<file path="src/rtl/bcd_disp_pkg.sv">
// Shared constants for the BCD display scanner: active-high seven-segment
// patterns in {g,f,e,d,c,b,a} order and the scan FSM state encoding.
package bcd_disp_pkg;

  localparam logic [6:0] SEG7_0     = 7'h3F;
  localparam logic [6:0] SEG7_1     = 7'h06;
  localparam logic [6:0] SEG7_2     = 7'h5B;
  localparam logic [6:0] SEG7_3     = 7'h4F;
  localparam logic [6:0] SEG7_4     = 7'h66;
  localparam logic [6:0] SEG7_5     = 7'h6D;
  localparam logic [6:0] SEG7_6     = 7'h7D;
  localparam logic [6:0] SEG7_7     = 7'h07;
  localparam logic [6:0] SEG7_8     = 7'h7F;
  localparam logic [6:0] SEG7_9     = 7'h6F;
  localparam logic [6:0] SEG7_DASH  = 7'h40;
  localparam logic [6:0] SEG7_BLANK = 7'h00;

  localparam logic [1:0] ST_IDLE  = 2'd0;
  localparam logic [1:0] ST_BLANK = 2'd1;
  localparam logic [1:0] ST_DRIVE = 2'd2;

endpackage

</file>
<file path="src/rtl/bcd_display_scanner_if.sv">
// Data/control bundle between the BCD counter chain and the display scanner.
interface bcd_display_scanner_if #(
  parameter int NUM_DIGITS = 4
);
  logic                    Enable;
  logic                    Load;
  logic [4*NUM_DIGITS-1:0] Bcd_in;
  logic [NUM_DIGITS-1:0]   Dp_in;
  logic [6:0]              Seg;
  logic                    Dp;
  logic [NUM_DIGITS-1:0]   Anode;
  logic                    Digit_err;

  modport master (
    output Enable, Load, Bcd_in, Dp_in,
    input  Seg, Dp, Anode, Digit_err
  );

  modport slave (
    input  Enable, Load, Bcd_in, Dp_in,
    output Seg, Dp, Anode, Digit_err
  );
endinterface

</file>
<file path="src/rtl/bcd_to_seg7.sv">
// Combinational BCD nibble to active-high seven-segment pattern; codes
// above 9 render as a dash so a bad digit is visible on the glass.
module bcd_to_seg7
  import bcd_disp_pkg::*;
(
  input  logic [3:0] bcd,
  output logic [6:0] seg
);

  // Nibble lookup
  always_comb begin
    case (bcd)
      4'd0:    seg = SEG7_0;
      4'd1:    seg = SEG7_1;
      4'd2:    seg = SEG7_2;
      4'd3:    seg = SEG7_3;
      4'd4:    seg = SEG7_4;
      4'd5:    seg = SEG7_5;
      4'd6:    seg = SEG7_6;
      4'd7:    seg = SEG7_7;
      4'd8:    seg = SEG7_8;
      4'd9:    seg = SEG7_9;
      default: seg = SEG7_DASH;
    endcase
  end

endmodule

</file>
<file path="src/rtl/bcd_display_scanner.sv">
// Time-multiplexed common-anode seven-segment scanner.
//
//   state | meaning
//   IDLE  | display dark, waiting for Enable
//   BLANK | one guard cycle, all anodes off; pattern for the digit is captured
//   DRIVE | digit shown from the hold register for REFRESH_DIV-1 cycles
//
// Outputs are registered from next-state values so they switch on the same
// edge as the state. The hold register decouples the shown digit from the
// shadow registers, so a Load mid-slot never tears the current digit.
module bcd_display_scanner
  import bcd_disp_pkg::*;
#(
  parameter int NUM_DIGITS     = 4,
  parameter int REFRESH_DIV    = 50000,
  parameter int SEG_ACTIVE_LOW = 1,
  parameter int BLANK_LEADING  = 1
) (
  input logic                  Clk,
  input logic                  Clear,
  bcd_display_scanner_if.slave bus
);

  localparam int IW = $clog2(NUM_DIGITS);
  localparam int PW = $clog2(REFRESH_DIV);
  localparam logic [PW-1:0] PRESC_TC  = PW'(REFRESH_DIV - 2);
  localparam logic [IW-1:0] IDX_LAST  = IW'(NUM_DIGITS - 1);
  localparam logic [6:0]    SEG_OFF   = (SEG_ACTIVE_LOW != 0) ? 7'h7F : 7'h00;
  localparam logic          DP_OFF    = (SEG_ACTIVE_LOW != 0) ? 1'b1 : 1'b0;

  logic [1:0]              state, state_nx;
  logic [IW-1:0]           idx, idx_nx;
  logic [PW-1:0]           presc, presc_nx;
  logic [4*NUM_DIGITS-1:0] shadow_bcd;
  logic [NUM_DIGITS-1:0]   shadow_dp;
  logic [6:0]              hold_seg, hold_seg_nx;
  logic                    hold_dp, hold_dp_nx;
  logic                    hold_blank, hold_blank_nx;
  logic                    latch;

  logic [3:0]              digit [NUM_DIGITS];
  logic [3:0]              cur_digit;
  logic [6:0]              cur_seg;
  logic                    upper_zero;
  logic                    cur_blank;
  logic                    invalid_in;

  logic [6:0]              seg_nx;
  logic                    dp_nx;
  logic [NUM_DIGITS-1:0]   anode_nx;

  for (genvar g = 0; g < NUM_DIGITS; g++) begin : g_digit
    assign digit[g] = shadow_bcd[4*g +: 4];
  end

  assign cur_digit = digit[idx];

  bcd_to_seg7 u_dec (
    .bcd (cur_digit),
    .seg (cur_seg)
  );

  // Leading-zero test: current digit and every digit above it are zero
  always_comb begin
    upper_zero = 1'b1;
    for (int j = 0; j < NUM_DIGITS; j++) begin
      if (j >= int'(idx) && digit[j] != 4'd0) upper_zero = 1'b0;
    end
  end

  // Digit 0 is never blanked; a set decimal point keeps the digit visible
  assign cur_blank = (BLANK_LEADING != 0) && (idx != '0) && upper_zero && !shadow_dp[idx];

  // Any out-of-range nibble on the incoming word
  always_comb begin
    invalid_in = 1'b0;
    for (int j = 0; j < NUM_DIGITS; j++) begin
      if (bus.Bcd_in[4*j +: 4] > 4'd9) invalid_in = 1'b1;
    end
  end

  // Scan sequencing: next state, digit index and slot prescaler
  always_comb begin
    state_nx = state;
    idx_nx   = idx;
    presc_nx = presc;
    latch    = 1'b0;
    case (state)
      ST_IDLE: begin
        if (bus.Enable) begin
          state_nx = ST_BLANK;
          idx_nx   = '0;
          presc_nx = '0;
        end
      end
      ST_BLANK: begin
        if (!bus.Enable) begin
          state_nx = ST_IDLE;
          idx_nx   = '0;
          presc_nx = '0;
        end else begin
          state_nx = ST_DRIVE;
          presc_nx = '0;
          latch    = 1'b1;
        end
      end
      ST_DRIVE: begin
        if (!bus.Enable) begin
          state_nx = ST_IDLE;
          idx_nx   = '0;
          presc_nx = '0;
        end else if (presc == PRESC_TC) begin
          state_nx = ST_BLANK;
          presc_nx = '0;
          idx_nx   = (idx == IDX_LAST) ? '0 : idx + 1'b1;
        end else begin
          presc_nx = presc + 1'b1;
        end
      end
      default: begin
        state_nx = ST_IDLE;
        idx_nx   = '0;
        presc_nx = '0;
      end
    endcase
  end

  // Hold register capture and polarity-adjusted output next values
  always_comb begin
    hold_seg_nx   = hold_seg;
    hold_dp_nx    = hold_dp;
    hold_blank_nx = hold_blank;
    if (latch) begin
      hold_seg_nx   = cur_blank ? SEG7_BLANK : cur_seg;
      hold_dp_nx    = shadow_dp[idx] && !cur_blank;
      hold_blank_nx = cur_blank;
    end

    seg_nx   = SEG_OFF;
    dp_nx    = DP_OFF;
    anode_nx = '1;
    if (state_nx == ST_DRIVE && !hold_blank_nx) begin
      seg_nx   = (SEG_ACTIVE_LOW != 0) ? ~hold_seg_nx : hold_seg_nx;
      dp_nx    = (SEG_ACTIVE_LOW != 0) ? ~hold_dp_nx : hold_dp_nx;
      anode_nx = ~(NUM_DIGITS'(1) << idx_nx);
    end
  end

  // State, shadow, hold and output registers with synchronous clear
  always_ff @(posedge Clk) begin
    if (Clear) begin
      state         <= ST_IDLE;
      idx           <= '0;
      presc         <= '0;
      shadow_bcd    <= '0;
      shadow_dp     <= '0;
      hold_seg      <= SEG7_BLANK;
      hold_dp       <= 1'b0;
      hold_blank    <= 1'b1;
      bus.Seg       <= SEG_OFF;
      bus.Dp        <= DP_OFF;
      bus.Anode     <= '1;
      bus.Digit_err <= 1'b0;
    end else begin
      state      <= state_nx;
      idx        <= idx_nx;
      presc      <= presc_nx;
      hold_seg   <= hold_seg_nx;
      hold_dp    <= hold_dp_nx;
      hold_blank <= hold_blank_nx;
      bus.Seg    <= seg_nx;
      bus.Dp     <= dp_nx;
      bus.Anode  <= anode_nx;
      if (bus.Load) begin
        shadow_bcd <= bus.Bcd_in;
        shadow_dp  <= bus.Dp_in;
        if (invalid_in) bus.Digit_err <= 1'b1;
      end
    end
  end

endmodule

</file>
<file path="src/flat_wrapper.sv">
// flat-port wrapper written by rule: the top's interface ports become plain ports
module bcd_display_scanner_flat import bcd_disp_pkg::*;
#(
  parameter int NUM_DIGITS     = 4,
  parameter int REFRESH_DIV    = 50000,
  parameter int SEG_ACTIVE_LOW = 1,
  parameter int BLANK_LEADING  = 1
)
  (Clk, Clear, bus_Enable, bus_Load, bus_Bcd_in, bus_Dp_in, bus_Seg, bus_Dp, bus_Anode, bus_Digit_err);
  bcd_display_scanner_if #(.NUM_DIGITS(NUM_DIGITS)) bus_i ();
  input logic Clk;
  input logic Clear;
  input wire logic [$bits(bus_i.Enable)-1:0] bus_Enable;
  input wire logic [$bits(bus_i.Load)-1:0] bus_Load;
  input wire logic [$bits(bus_i.Bcd_in)-1:0] bus_Bcd_in;
  input wire logic [$bits(bus_i.Dp_in)-1:0] bus_Dp_in;
  output wire logic [$bits(bus_i.Seg)-1:0] bus_Seg;
  output wire logic [$bits(bus_i.Dp)-1:0] bus_Dp;
  output wire logic [$bits(bus_i.Anode)-1:0] bus_Anode;
  output wire logic [$bits(bus_i.Digit_err)-1:0] bus_Digit_err;
  assign bus_i.Enable = bus_Enable;
  assign bus_i.Load = bus_Load;
  assign bus_i.Bcd_in = bus_Bcd_in;
  assign bus_i.Dp_in = bus_Dp_in;
  assign bus_Seg = bus_i.Seg;
  assign bus_Dp = bus_i.Dp;
  assign bus_Anode = bus_i.Anode;
  assign bus_Digit_err = bus_i.Digit_err;
  bcd_display_scanner #(.NUM_DIGITS(NUM_DIGITS), .REFRESH_DIV(REFRESH_DIV), .SEG_ACTIVE_LOW(SEG_ACTIVE_LOW), .BLANK_LEADING(BLANK_LEADING)) u_core (.Clk(Clk), .Clear(Clear), .bus(bus_i));
endmodule
</file>
<file path="config.mk">
export PLATFORM = sky130hd
export DESIGN_NAME = bcd_display_scanner_flat
export DESIGN_NICKNAME = d
export VERILOG_FILES = /design/src/rtl/bcd_disp_pkg.sv /design/src/rtl/bcd_display_scanner_if.sv /design/src/rtl/bcd_to_seg7.sv /design/src/rtl/bcd_display_scanner.sv /design/src/flat_wrapper.sv
export SDC_FILE = /design/constraint.sdc
export NUM_CORES = 1
export LEC_CHECK = 0
export ABC_AREA = 1
export CAP_MARGIN = 20
export CORE_UTILIZATION = 50
export CTS_CLUSTER_DIAMETER = 150
export DETAILED_ROUTE_END_ITERATION = 12
export GPL_ROUTABILITY_DRIVEN = 0
export MAX_ROUTING_LAYER = met4
export PLACE_DENSITY = 0.76
export SLEW_MARGIN = 30
export SYNTH_ARGS = -nofsm -noshare
export SYNTH_HDL_FRONTEND = slang
export SYNTH_SLANG_ARGS = --single-unit
</file>
<file path="constraint.sdc">
create_clock -name Clk -period 1.7 [get_ports Clk]
set_clock_uncertainty 0.05 [all_clocks]
set_input_delay 0.34 -clock Clk [delete_from_list [all_inputs] [get_ports Clk]]
set_output_delay 0.34 -clock Clk [all_outputs]
set_load 0.02 [all_outputs]
</file>
==> impl_metrics.tcl <==
set metrics [dict create \
    pre_cts_slack_ps -285.4 \
    r2r_slack_ps -20 \
    viasPerCell 5.083 \
    grt_start_max_net_pins 26 \
    min_path_type "flip-flop to flip-flop" \
    power_mw 3.237 \
    num_io_pins 37 \
    period_minus_slack_ps 1717 \
    die_w_um 80.21 \
    antenna_found_initial 0 \
    layout.nets 536 \
    gr-usage-all-layers_pct 24.32 \
    avgRoutedWirePerCell_um 12.12 \
    cts-buffers-inserted 9 \
    ir_drop_v 0.0005341 \
    drtPass1Iterations 5 \
    path_clk_slew_ps 70 \
    worst-path-max-fanout 7 \
    drtIter0Drc 142 \
    critical_path.cell_chain "inv_4 > nand2_1 > a32oi_2 > inv_2 > buf_4 > ha_1 > nand3_1 > nand3_2 > nand2_1 > nand2_2" \
    syn_inst 425 \
    synth_top_area_share_pct 40.59 \
    cts_hold_buf 0 \
    cts_tree "yes" \
    critPathKind "flip-flop to flip-flop" \
    port_buffers 36 \
    synth_warnings 0 \
    grt_pass1_wl_um 11720 \
    grt_pass1_vias 2671 \
    r2r_start "u_core.idx[0]$_SDFF_PP0_" \
    hpwl_um 4982 \
    dp.cells 561 \
    crit_arrival_ps 1910 \
    core_area_um2 5921 \
    fill_cells 491 \
    overflow 0 \
    ys_types 35 \
    insertion_delay_ps 340 \
    num_vias 2948 \
    maxCapViolations 0 \
    period_share_pct 101.0 \
    finalSetupViolations 4 \
    syn-cell-area_um2 3058 \
    antenna_left 0 \
    crit_path_end_kind "flip-flop" \
    cp_slowest_stage_delay_ps 390 \
    rsz0062_at_grt "yes" \
    syn-num-nets 461 \
    crit_slowest_cell "dfxtp_4" \
    violations "negative setup slack" \
    instances_no_fill 580 \
    drc 0 \
    postLayoutCoreUtil_pct 68.68 \
    final_layout_size_suffix_gt1_share_pct 22.97 \
    slew_viol_final 0 \
    cts_max_level 3 \
    crit_start "u_core.idx[0]$_SDFF_PP0_" \
    ys_seq_elements 62 \
    area_growth_syn_to_layout_pct 32.98 \
    synth_edf_count 0 \
    fp.dieArea_um2 6433 \
    yosysMostFrequentCell "nand2_1" \
    syn_area_per_cell_um2 7.195 \
    clock-sinks 62 \
    multiInputGateArea_um2 1683 \
    status "complete, but fails checks" \
    die_h_um 80.21 \
    start_util_pct 51.65 \
    yosys-top-cells-area "dfxtp_1, nand2_1, nor2_1, nand3_1, ha_1" \
    cts_buffer_depth 2 \
    diodes 0 \
    netlist_top_cells_count "nand2_1, nor2_1, dfxtp_1" \
    synth_top_area_cell "dfxtp_1" \
    root_buffer "clkbuf_8" \
    p_leak_nw 1.744 \
    max_freq_mhz 582.4 \
    async_reset_ff_share_pct 0 \
    crit_top_cell "nand2_1" \
    layout_setup_ws_ps -17.14 \
    hold_start "u_core.state[1]$_SDFF_PP0_" \
    startpoint_type "flip-flop" \
    slew_headroom_pct 71.80 \
    hold_viol_final 0 \
    timing_worst_slew_pin_value_ps 422.6 \
    crit_required_ps 1890 \
    seq_area_um2 1249 \
    drt_wl_total_um 7032 \
    rows 28 \
    synth-main-ff-cell "dfxtp_1" \
    seq_area_frac_synth_pct 40.59 \
    powerDensity_nw_per_um2 795.9 \
]
[report_power, final]
part,internal [mW],leakage (nW),switching [mW]
sequential,1.50,0.509,0.0293
clock,0.756,0.0996,0.574
combinational,0.176,1.14,0.201
total,2.43,1.74,0.804
[critical path: cells and delay by family, from the launching register on]
| family | cells | cell delay [ps] |
|---|---|---|
| AND/OR/NAND/NOR | 5 | 410 |
| adder cells (fa/ha/maj) | 1 | 190 |
| flip-flops | 1 | 390 |
| buffers and inverters | 3 | 330 |
| AO/OA/AOI/OAI | 1 | 220 |
[per-layer routing]
layer	vias up	routed length, µm	GRT usage [%]
li1	1516	-	-
met1	1348	3322	29.94
met2	75	3362	38.72
met3	9	247	4.659
met4	0	99	10.71
met5	-	0	-
[area by class of cell]
cell class              instances  area share (%)
repair buffers                 76           16.80
well taps                      75           2.308
inverters                      41           3.846
clock inverters                 3           1.046
multi-input cells             310           41.38
flip-flops and latches         62           30.71
clock buffers                  13           3.908
[worst paths after layout]
kind / end / cells past startpoint
setup / recovery: u_core.bus.Seg[2]$_SDFF_PP1_ / 10
hold / removal: u_core.state[0]$_SDFF_PP0_ / 1
setup reg to reg: u_core.bus.Seg[2]$_SDFF_PP1_ / 10
hold reg to reg: u_core.state[0]$_SDFF_PP0_ / 1
[state kept, by name, indices dropped and copies added, names as in the netlist]
signal                count
u_core.shadow_bcd        16
u_core.idx                2
u_core.bus.Seg            7
u_core.hold_seg           7
u_core.bus.Dp             1
u_core.hold_blank         1
u_core.hold_dp            1
u_core.shadow_dp          4
u_core.bus.Anode          4
u_core.presc             16
u_core.state              2
u_core.bus.Digit_err      1
[logic make-up (layout without fill, tap and decap cells)]
kind of cell             Yosys count  count (layout)  share of synthesized area [%]
AND/OR/NAND/NOR                  229             229                          34.33
AO/OA/AOI/OAI                     64              64                          11.05
flip-flops                        62              62                          40.59
buffers and inverters             53             133                          7.692
adder cells (fa/ha/maj)           12              12                          4.910
XOR/XNOR                           5               5                          1.432
[layout by cell type (no fill, tap or decap), types with 2 or more instances in the layout]
cell             Yosys  layout
a21oi_1             28      25
a21oi_2              0       3
buf_4                2      37
buf_6                1       2
clkbuf_1             5       2
clkbuf_8             0      11
clkdlybuf4s50_1      0      35
dfxtp_1             62      58
dfxtp_2              0       3
ha_1                12       9
ha_2                 0       2
inv_1               36      34
inv_2                4       6
nand2_1             86      83
nand2_2             18      21
nand3_1             31      23
nand3_2              2      10
nand3b_1             3       3
nand4_1              8       8
nor2_1              65      63
nor2_2               4       5
nor2_4               3       4
nor3_1               4       4
o21ai_0             28      28
o21ai_1              2       2
or2_0                2       2
xor2_1               4       4
[stage by stage]
| stage | hold slack [ps] | setup TNS, ps | area [µm²] |
|---|---|---|---|
| finish | 422.6 | -26.46 | 4066 |
| global route | 452.4 | -1197 | 4066 |
| CTS | 425.0 | -40.46 | 4015 |
| detailed placement | 413.4 | -6480 | 3769 |
| global placement | 394.2 | -4704 | 3769 |
| floorplan | 359.1 | -76.51 | 3107 |
[what timing repair did]
item                                    CTS  global route
endpoints found under the setup margin   19            29
buffers inserted                          3             1
pin swaps                                 5             6
resized for setup                         9            13
No activity file was read; power rests on OpenSTA's default activity.
